--- src/rtl/crc32_arbiter_if.sv ---
// crc32_arbiter_if
//   Link between crc32_arbiter and the bit-serial crc32 engine.
//   master : arbiter side, drives start/seed-load/data/orientation.
//   slave  : engine side, returns ready and the accumulator.
//   Signals:
//     crc_start    - launch one 32-bit serial pass on crc_data_in
//     crc_reset    - load crc_data_in into the engine accumulator (seed)
//     crc_data_in  - seed or data word
//     crc_orient   - polynomial / orientation mask
//     crc_ready    - engine idle
//     crc_data_out - engine accumulator
interface crc32_arbiter_if;
    logic        crc_start;
    logic        crc_reset;
    logic [31:0] crc_data_in;
    logic [31:0] crc_orient;
    logic        crc_ready;
    logic [31:0] crc_data_out;

    modport master (
        output crc_start, crc_reset, crc_data_in, crc_orient,
        input  crc_ready, crc_data_out
    );

    modport slave (
        input  crc_start, crc_reset, crc_data_in, crc_orient,
        output crc_ready, crc_data_out
    );
endinterface

--- src/rtl/crc32_arbiter.sv ---
// crc32_arbiter
//   Round-robin arbiter + sequencer sharing one bit-serial crc32 engine among
//   NREQ requesters. The owner's seed is loaded, then each message word is
//   started on the engine and its 32-cycle pass waited out; the final
//   accumulator is returned on a valid/ready result port.
//
//   Ports:
//     CLK, nRST             - clock, asynchronous active-low reset
//     req_valid/data/last   - per-requester word stream (slice i = [32*i +: 32])
//     req_seed/req_poly     - per-requester seed and polynomial mask
//     req_ready             - one-cycle pulse when the owner's word is accepted
//     grant                 - one-hot current owner, zero when idle
//     res_valid/ready       - result handshake
//     res_crc/res_id        - final CRC and owning requester index
//     eng                   - engine port (crc32_arbiter_if.master)
//
//   Build option: CRC32_ARB_XOROUT_EN defined -> res_crc is the accumulator
//   inverted at capture; undefined -> accumulator passed through unchanged.
module crc32_arbiter #(
    parameter int NREQ = 4,
    parameter int IDW  = $clog2(NREQ)
) (
    input  logic               CLK,
    input  logic               nRST,
    input  logic [NREQ-1:0]    req_valid,
    input  logic [NREQ*32-1:0] req_data,
    input  logic [NREQ-1:0]    req_last,
    input  logic [NREQ*32-1:0] req_seed,
    input  logic [NREQ*32-1:0] req_poly,
    output logic [NREQ-1:0]    req_ready,
    output logic [NREQ-1:0]    grant,
    output logic               res_valid,
    input  logic               res_ready,
    output logic [31:0]        res_crc,
    output logic [IDW-1:0]     res_id,
    crc32_arbiter_if.master    eng
);

`ifdef CRC32_ARB_XOROUT_EN
    localparam logic [31:0] XOROUT = 32'hFFFF_FFFF;
`else
    localparam logic [31:0] XOROUT = 32'h0000_0000;
`endif

    typedef enum logic [2:0] {S_IDLE, S_SEED, S_FEED, S_BUSY, S_DONE} state_t;

    state_t         state_q, state_d;
    logic [IDW-1:0] g_q, g_d;
    logic [IDW-1:0] rr_q, rr_d;
    logic [IDW-1:0] res_id_q, res_id_d;
    logic           last_q, last_d;
    logic [31:0]    res_crc_q, res_crc_d;

    logic [31:0]    seed_g, data_g, poly_g;
    logic [IDW-1:0] win_idx;
    logic           win_found;
    logic           granted;

    assign seed_g = req_seed[int'(g_q)*32 +: 32];
    assign data_g = req_data[int'(g_q)*32 +: 32];
    assign poly_g = req_poly[int'(g_q)*32 +: 32];

    // First valid requester at or above rr_q, wrapping modulo NREQ.
    always_comb begin
        int j;
        win_idx   = '0;
        win_found = 1'b0;
        j         = 0;
        for (int k = 0; k < NREQ; k++) begin
            j = int'(rr_q) + k;
            if (j >= NREQ) j = j - NREQ;
            if (!win_found && req_valid[j]) begin
                win_found = 1'b1;
                win_idx   = IDW'(j);
            end
        end
    end

    always_ff @(posedge CLK or negedge nRST) begin
        if (!nRST) begin
            state_q   <= S_IDLE;
            g_q       <= '0;
            rr_q      <= '0;
            res_id_q  <= '0;
            last_q    <= 1'b0;
            res_crc_q <= '0;
        end else begin
            state_q   <= state_d;
            g_q       <= g_d;
            rr_q      <= rr_d;
            res_id_q  <= res_id_d;
            last_q    <= last_d;
            res_crc_q <= res_crc_d;
        end
    end

    always_comb begin
        state_d   = state_q;
        g_d       = g_q;
        rr_d      = rr_q;
        res_id_d  = res_id_q;
        last_d    = last_q;
        res_crc_d = res_crc_q;
        case (state_q)
            S_IDLE: if (win_found) begin
                g_d     = win_idx;
                state_d = S_SEED;
            end
            S_SEED: state_d = S_FEED;
            S_FEED: if (req_valid[g_q] && eng.crc_ready) begin
                last_d  = req_last[g_q];
                state_d = S_BUSY;
            end
            // crc_ready is registered in the engine, so it is already low
            // on the first BUSY cycle after a start.
            S_BUSY: if (eng.crc_ready) begin
                if (last_q) begin
                    res_crc_d = eng.crc_data_out ^ XOROUT;
                    res_id_d  = g_q;
                    state_d   = S_DONE;
                end else begin
                    state_d = S_FEED;
                end
            end
            S_DONE: if (res_ready) begin
                rr_d    = (int'(g_q) == NREQ-1) ? '0 : g_q + 1'b1;
                state_d = S_IDLE;
            end
            default: state_d = S_IDLE;
        endcase
    end

    always_comb begin
        granted         = (state_q != S_IDLE);
        req_ready       = '0;
        grant           = '0;
        res_valid       = (state_q == S_DONE);
        eng.crc_start   = 1'b0;
        eng.crc_reset   = 1'b0;
        eng.crc_data_in = '0;
        eng.crc_orient  = '0;
        if (granted) begin
            grant[g_q]     = 1'b1;
            eng.crc_orient = poly_g;
        end
        case (state_q)
            S_SEED: begin
                eng.crc_reset   = 1'b1;
                eng.crc_data_in = seed_g;
            end
            S_FEED: begin
                eng.crc_data_in = data_g;
                if (req_valid[g_q] && eng.crc_ready) begin
                    eng.crc_start  = 1'b1;
                    req_ready[g_q] = 1'b1;
                end
            end
            default: ;
        endcase
    end

    assign res_crc = res_crc_q;
    assign res_id  = res_id_q;

endmodule

--- src/flat_wrapper.sv ---
// flat-port wrapper written by rule: the top's interface ports become plain ports
module crc32_arbiter_flat 
#(
    parameter int NREQ = 4,
    parameter int IDW  = $clog2(NREQ)
)
  (CLK, nRST, req_valid, req_data, req_last, req_seed, req_poly, req_ready, grant, res_valid, res_ready, res_crc, res_id, eng_crc_start, eng_crc_reset, eng_crc_data_in, eng_crc_orient, eng_crc_ready, eng_crc_data_out);
  crc32_arbiter_if eng_i ();
  input  logic CLK;
  input  logic nRST;
  input  logic [NREQ-1:0] req_valid;
  input  logic [NREQ*32-1:0] req_data;
  input  logic [NREQ-1:0] req_last;
  input  logic [NREQ*32-1:0] req_seed;
  input  logic [NREQ*32-1:0] req_poly;
  output logic [NREQ-1:0] req_ready;
  output logic [NREQ-1:0] grant;
  output logic res_valid;
  input  logic res_ready;
  output logic [31:0] res_crc;
  output logic [IDW-1:0] res_id;
  output wire logic [$bits(eng_i.crc_start)-1:0] eng_crc_start;
  output wire logic [$bits(eng_i.crc_reset)-1:0] eng_crc_reset;
  output wire logic [$bits(eng_i.crc_data_in)-1:0] eng_crc_data_in;
  output wire logic [$bits(eng_i.crc_orient)-1:0] eng_crc_orient;
  input wire logic [$bits(eng_i.crc_ready)-1:0] eng_crc_ready;
  input wire logic [$bits(eng_i.crc_data_out)-1:0] eng_crc_data_out;
  assign eng_crc_start = eng_i.crc_start;
  assign eng_crc_reset = eng_i.crc_reset;
  assign eng_crc_data_in = eng_i.crc_data_in;
  assign eng_crc_orient = eng_i.crc_orient;
  assign eng_i.crc_ready = eng_crc_ready;
  assign eng_i.crc_data_out = eng_crc_data_out;
  crc32_arbiter #(.NREQ(NREQ), .IDW(IDW)) u_core (.CLK(CLK), .nRST(nRST), .req_valid(req_valid), .req_data(req_data), .req_last(req_last), .req_seed(req_seed), .req_poly(req_poly), .req_ready(req_ready), .grant(grant), .res_valid(res_valid), .res_ready(res_ready), .res_crc(res_crc), .res_id(res_id), .eng(eng_i));
endmodule
--- config.mk ---
export PLATFORM = sky130hd
export DESIGN_NAME = crc32_arbiter_flat
export DESIGN_NICKNAME = d
export VERILOG_FILES = /design/src/rtl/crc32_arbiter_if.sv /design/src/rtl/crc32_arbiter.sv /design/src/flat_wrapper.sv
export SDC_FILE = /design/constraint.sdc
export NUM_CORES = 1
export LEC_CHECK = 0
export CAP_MARGIN = 20
export CORE_AREA = 3 3 207 209
export CTS_CLUSTER_SIZE = 16
export DETAILED_ROUTE_END_ITERATION = 12
export DIE_AREA = 0 0 210 212
export PLACE_DENSITY = 0.49
export SLEW_MARGIN = 15
export SYNTH_ARGS = -nofsm -noshare
export SYNTH_HDL_FRONTEND = slang
export SYNTH_SLANG_ARGS = --single-unit
--- constraint.sdc ---
create_clock -name CLK -period 1.9 [get_ports CLK]
set_input_delay 0.19 -clock CLK [delete_from_list [all_inputs] [get_ports CLK]]
set_output_delay 0.19 -clock CLK [all_outputs]
set_load 0.01 [all_outputs]
Word level (Yosys, flattened, before mapping) --
Index checks and enable logic that the tools add are counted.
Word-level totals: bits in registers 42, input bits 428, output and inout port bits 109, logic and storage cells 96
Operators by class: add/sub/neg operators 8, magnitude comparators 10, equal/unequal tests 9, shift-type cells 3, muxes and demuxes 45, reductions and logical operators 15
Operators with widths (count):
- variable part select 128 x 8 -> 32 bit | 3
- two-way mux 32 bit | 5
- < comparator 32 x 4 -> 1 bit (second input constant) | 4
- >= comparator 32 x 4 -> 1 bit (second input constant) | 3
- subtractor 32 x 4 -> 32 bit (second input constant) | 3
- one-hot mux 32 bit (2 select lines) | 1
- two-way mux 1 bit | 18
- two-way mux 3 bit | 5
- one-hot mux 3 bit (5 select lines) | 1
- binary-select mux 1 bit (select 2 bit) | 6
- two-way mux 4 bit | 3
- two-way mux 2 bit | 5
- adder 2 x 2 -> 3 bit (second input constant) | 2
- equality test 3 x 2 -> 1 bit (second input constant) | 2
- inequality test 2 x 1 -> 1 bit (second input constant) | 3
- AND reduction 2 bit | 3
- logical AND 1 bit | 5
- AND reduction 4 bit | 1
- subtractor 2 x 3 -> 4 bit (second input constant) | 1
- adder 2 x 1 -> 3 bit (second input constant) | 1
- equality test 3 x 1 -> 1 bit (second input constant) | 1
- equality test 3 bit (second input constant) | 1
- >= comparator 2 x 3 -> 1 bit (second input constant) | 1
- zero test 1 bit | 3
- other kinds (9) | 9

Longest topological paths before layout --
word-level depth 17, gate-level depth with buffers 6, depth with buffers taken out 3

Least setup slack after synthesis --
No wires, ideal clock.
kind register -> output, start register u_core.g_q[0], end output port eng_crc_data_in[10], data arrival time 1650 ps, data required time 1710 ps, path slack 60 ps, stages on the path, launching flop included 5, path buffers 2, path through dfrtp_1 buf_4 buf_2 mux4_2 a22o_1
Between the ends: word-level cells in the longest chain between the ends 2, elaborated cells on any way between the ends 3, classes of those cells shift: 2; mux: 1
RTL lines:
- from (decl) | RTL line crc32_arbiter.sv:48 | logic [IDW-1:0] g_q, g_d;
- from (signal assigned) | RTL line crc32_arbiter.sv:89 | g_q <= g_d;
- variable part select 128 x 8 -> 32 bit (on tied branches) | RTL line crc32_arbiter.sv:60, crc32_arbiter.sv:59
- one-hot mux 32 bit (2 select lines) * | RTL line crc32_arbiter.sv:146 | case (state_q)
- to (decl) | RTL line flat_wrapper.sv:24 | output wire logic [$bits(eng_i.crc_data_in)-1:0] eng_crc_data_in;
Mark *: on every way between the ends. The rest lies on a longest branch, timed or not.

Final worst setup path --
start register u_core.state_q[0], end output port eng_crc_data_in[30]
Between the ends: word-level cells in the longest chain between the ends 2, elaborated cells on any way between the ends 3, classes of those cells eq/ne: 2; mux: 1
RTL lines:
- from (decl) | RTL line crc32_arbiter.sv:47 | state_t state_q, state_d;
- from (signal assigned) | RTL line crc32_arbiter.sv:88 | state_q <= state_d;
- equality test 3 x 2 -> 1 bit / equality test 3 x 1 -> 1 bit (equally long branches) | RTL line crc32_arbiter.sv:146
- one-hot mux 32 bit (2 select lines) * | RTL line crc32_arbiter.sv:146
Marks and branches as above.

==> flow_summary.json <==
{
  "routed_wl_um": 32800,
  "io_buffers": 536,
  "endpoint": "eng_crc_data_in[30]",
  "place_ws_ps": -422,
  "ios": 537,
  "syn-instance-count": 334,
  "viasPerCell": 4.02,
  "syn_to_final_growth_pct": 157,
  "root_buffer": "clkbuf_16",
  "fmax_mhz": 436,
  "outcome": "complete, but fails checks",
  "drt-met1-wl_um": 12800,
  "setup-violations-final": 76,
  "cts.sinks": 42,
  "p_comb_frac": 0.835,
  "start_util": 0.115,
  "clk_latency_ps": 280,
  "cp_data_required_time_ps": 1710,
  "cts_buffers": 5,
  "nNetsFinal": 1379,
  "routedWlPerCell_um": 22.0,
  "drive_gt1_frac": 0.380,
  "drtIter0Drc": 248,
  "wl_met3_um": 2630,
  "peakVddDrop_mv": 0.548,
  "syn_area_um2": 4730,
  "final_cell_mix": "460 x clkdlybuf4s50_1, 98 x mux4_2, 58 x buf_6",
  "wl_met2_um": 16600,
  "reg2reg_to": "u_core.g_q[0]",
  "path_class": "reg2out",
  "syn_nets": 766,
  "grt_antenna_before_repair": 7,
  "crit_path_end_kind": "primary output",
  "grt_pass1_vias": 6446,
  "yosys_warnings": 0,
  "cap_viol_max_count": 0,
  "regToRegStartpoint": "u_core.state_q[0]",
  "die_w_um": 210,
  "gp_congestion": 0.866,
  "hpwl_um": 26700,
  "start_kind": "flop",
  "fin_crit_ps": 2290,
  "relSlewSlack": 0.571,
  "fin_ws_ps": -395,
  "cts.clk_slew.worst_paths_ps": 60,
  "p_seq_frac": 0.102,
  "dieHeight_um": 212,
  "hold_violations": 0,
  "r2r_slack_ps": -170,
  "htreeDepth": 2,
  "yosys_register_bits": 42,
  "violations": "setup timing",
  "finClkSkew_ps": 5.71,
  "ff2ff_path_depth": 7,
  "drc_errors": 0,
  "cp.arrival_ps": 2100,
  "vias": 5987,
  "gr-usage-all-layers": 0.136,
  "holdWs_ps": 467,
  "p_leak_nw": 4.71,
  "path_max_fanout": 5,
  "detail-route-antenna-nets": 0,
  "drv_slew": 0,
  "intPower_w": 0.0100,
  "p_sw_frac": 0.357,
  "synth_seq_area_share": 0.222,
  "overflow": 0,
  "clkPwrFrac": 0.063,
  "hold_path.class": "in2async",
  "first_pass_iters": 4,
  "rsz0062_at_grt": "yes",
  "dieArea_um2": 44500,
  "worstSetupStartpoint": "u_core.state_q[0]",
  "fin_crit_sh": 1.21,
  "tightest_slew_ps": 644,
  "grt_max_degree": 35,
  "top_layer_used": "met4",
  "net-switching-power_w": 0.00556,
  "ys_types": 37,
  "p_per_area_nw_per_um2": 1280,
  "grt_pass1_wl_um": 45100,
  "final_common_cell": "clkdlybuf4s50_1",
  "cts_tree": "done",
  "core_um2": 41000,
  "synth.avg_cell_area_um2": 14.2,
  "row_count": 74,
  "clk_path_buf_depth": 2
}
timing repair:
| action | CTS | global route |
|---|---|---|
| resized for setup | 397 | 35 |
| setup buffers | 47 | 7 |
| hold buffers | 1 | 0 |
| cloned | 9 | 2 |
| hold endpoints to repair | 26 | 0 |
| pin swaps | 48 | 15 |
| endpoints found under the setup margin | 76 | 74 |
worst min path at each step:
stage	startpoint	to	slack, ps	depth (start not counted)
floorplan	nRST	u_core.g_q[0]	-110	0
global placement	nRST	u_core.res_crc[31]	260	1
detailed placement	nRST	u_core.res_crc[31]	260	1
CTS	nRST	u_core.res_crc[31]	490	2
global route	eng_crc_data_out[2]	u_core.res_crc[2]	500	2
finish	nRST	u_core.res_crc[31]	470	2
per-layer routing:
metal / global-route usage / vias up
li1: - / 2641
met1: 0.165 / 2990
met2: 0.240 / 323
met3: 0.0345 / 33
met4: 0.0400 / 0
met5: 0 / -
Yosys cell counts (all sizes together):
library cell | instances | share of area
buf | 28 | 0.037
clkbuf | 10 | 0.0079
and3b | 2 | 0.0037
xnor2 | 1 | 0.0019
nand3 | 1 | 0.0011
inv | 4 | 0.0032
a21boi | 1 | 0.0016
nor4 | 1 | 0.0013
or3 | 1 | 0.0013
a22o | 32 | 0.059
dfrtp | 42 | 0.22
o22ai | 1 | 0.0013
a21oi | 1 | 0.0011
o21ai | 2 | 0.0021
and2 | 40 | 0.053
nand2 | 2 | 0.0016
ha | 4 | 0.011
mux2 | 37 | 0.089
or4 | 1 | 0.0016
o21a | 2 | 0.0032
nor2b | 1 | 0.0013
nand3b | 1 | 0.0016
o41ai | 2 | 0.0037
nor2 | 7 | 0.0061
mux4 | 98 | 0.47
nor3b | 1 | 0.0026
nand2b | 4 | 0.0053
and3 | 2 | 0.0026
nand4 | 1 | 0.0013
a31oi | 1 | 0.0013
nor3 | 3 | 0.0042
power groups by stage:
stage               sequential [W]  combinational, W  clock (W)
finish                     0.00159            0.0130   0.000978
global route               0.00165            0.0138    0.00105
CTS                        0.00160            0.0130    0.00102
detailed placement         0.00161            0.0113          0
global placement           0.00159            0.0113          0
floorplan                  0.00173           0.00537          0
critical path: stages (launching register included):
cell and delay, ps:
dfrtp_1 410, nor3b_4 200, buf_6 130, buf_12 130, buf_8 120, mux4_2 480, a22o_1 210, buf_2 140
cell families after synthesis:
family	synth area share
buffers and inverters	0.0476
adder cells (fa/ha/maj)	0.0106
XOR/XNOR	0.00185
AND/OR/NAND/NOR	0.0886
multiplexers	0.556
flip-flops	0.222
AO/OA/AOI/OAI	0.0735
layout make-up:
type | instances | area (um2)
diodes | 9 | 22.5
well taps | 532 | 666
inverters | 4 | 15.0
repair buffers | 644 | 6640
clock buffers | 7 | 133
multi-input cells | 250 | 3580
flip-flops and latches | 42 | 1060
clock inverters | 1 | 30.0
fillers | 4266 | 28900
metrics by stage:
step	util	std cells	cell area [um2]	setup TNS (ps)	power, W
2_1_floorplan	-	334	4730	0	0.00709
3_3_place_gp	0.272	1416	11100	-22240	0.0129
3_5_place_dp	0.272	1416	11100	-22720	0.0129
4_1_cts	0.293	1478	12000	-20780	0.0156
5_1_grt	0.296	1486	12100	-25820	0.0165
6_report	0.296	1489	12100	-20890	0.0156
state kept, by name (all words and copies together), names as in the netlist:
register        flops
u_core.g_q          2
u_core.rr_q         2
u_core.last_q       1
u_core.res_id       2
u_core.state_q      3
u_core.res_crc     32
Note: power is estimated with default switching activity, not from simulation.
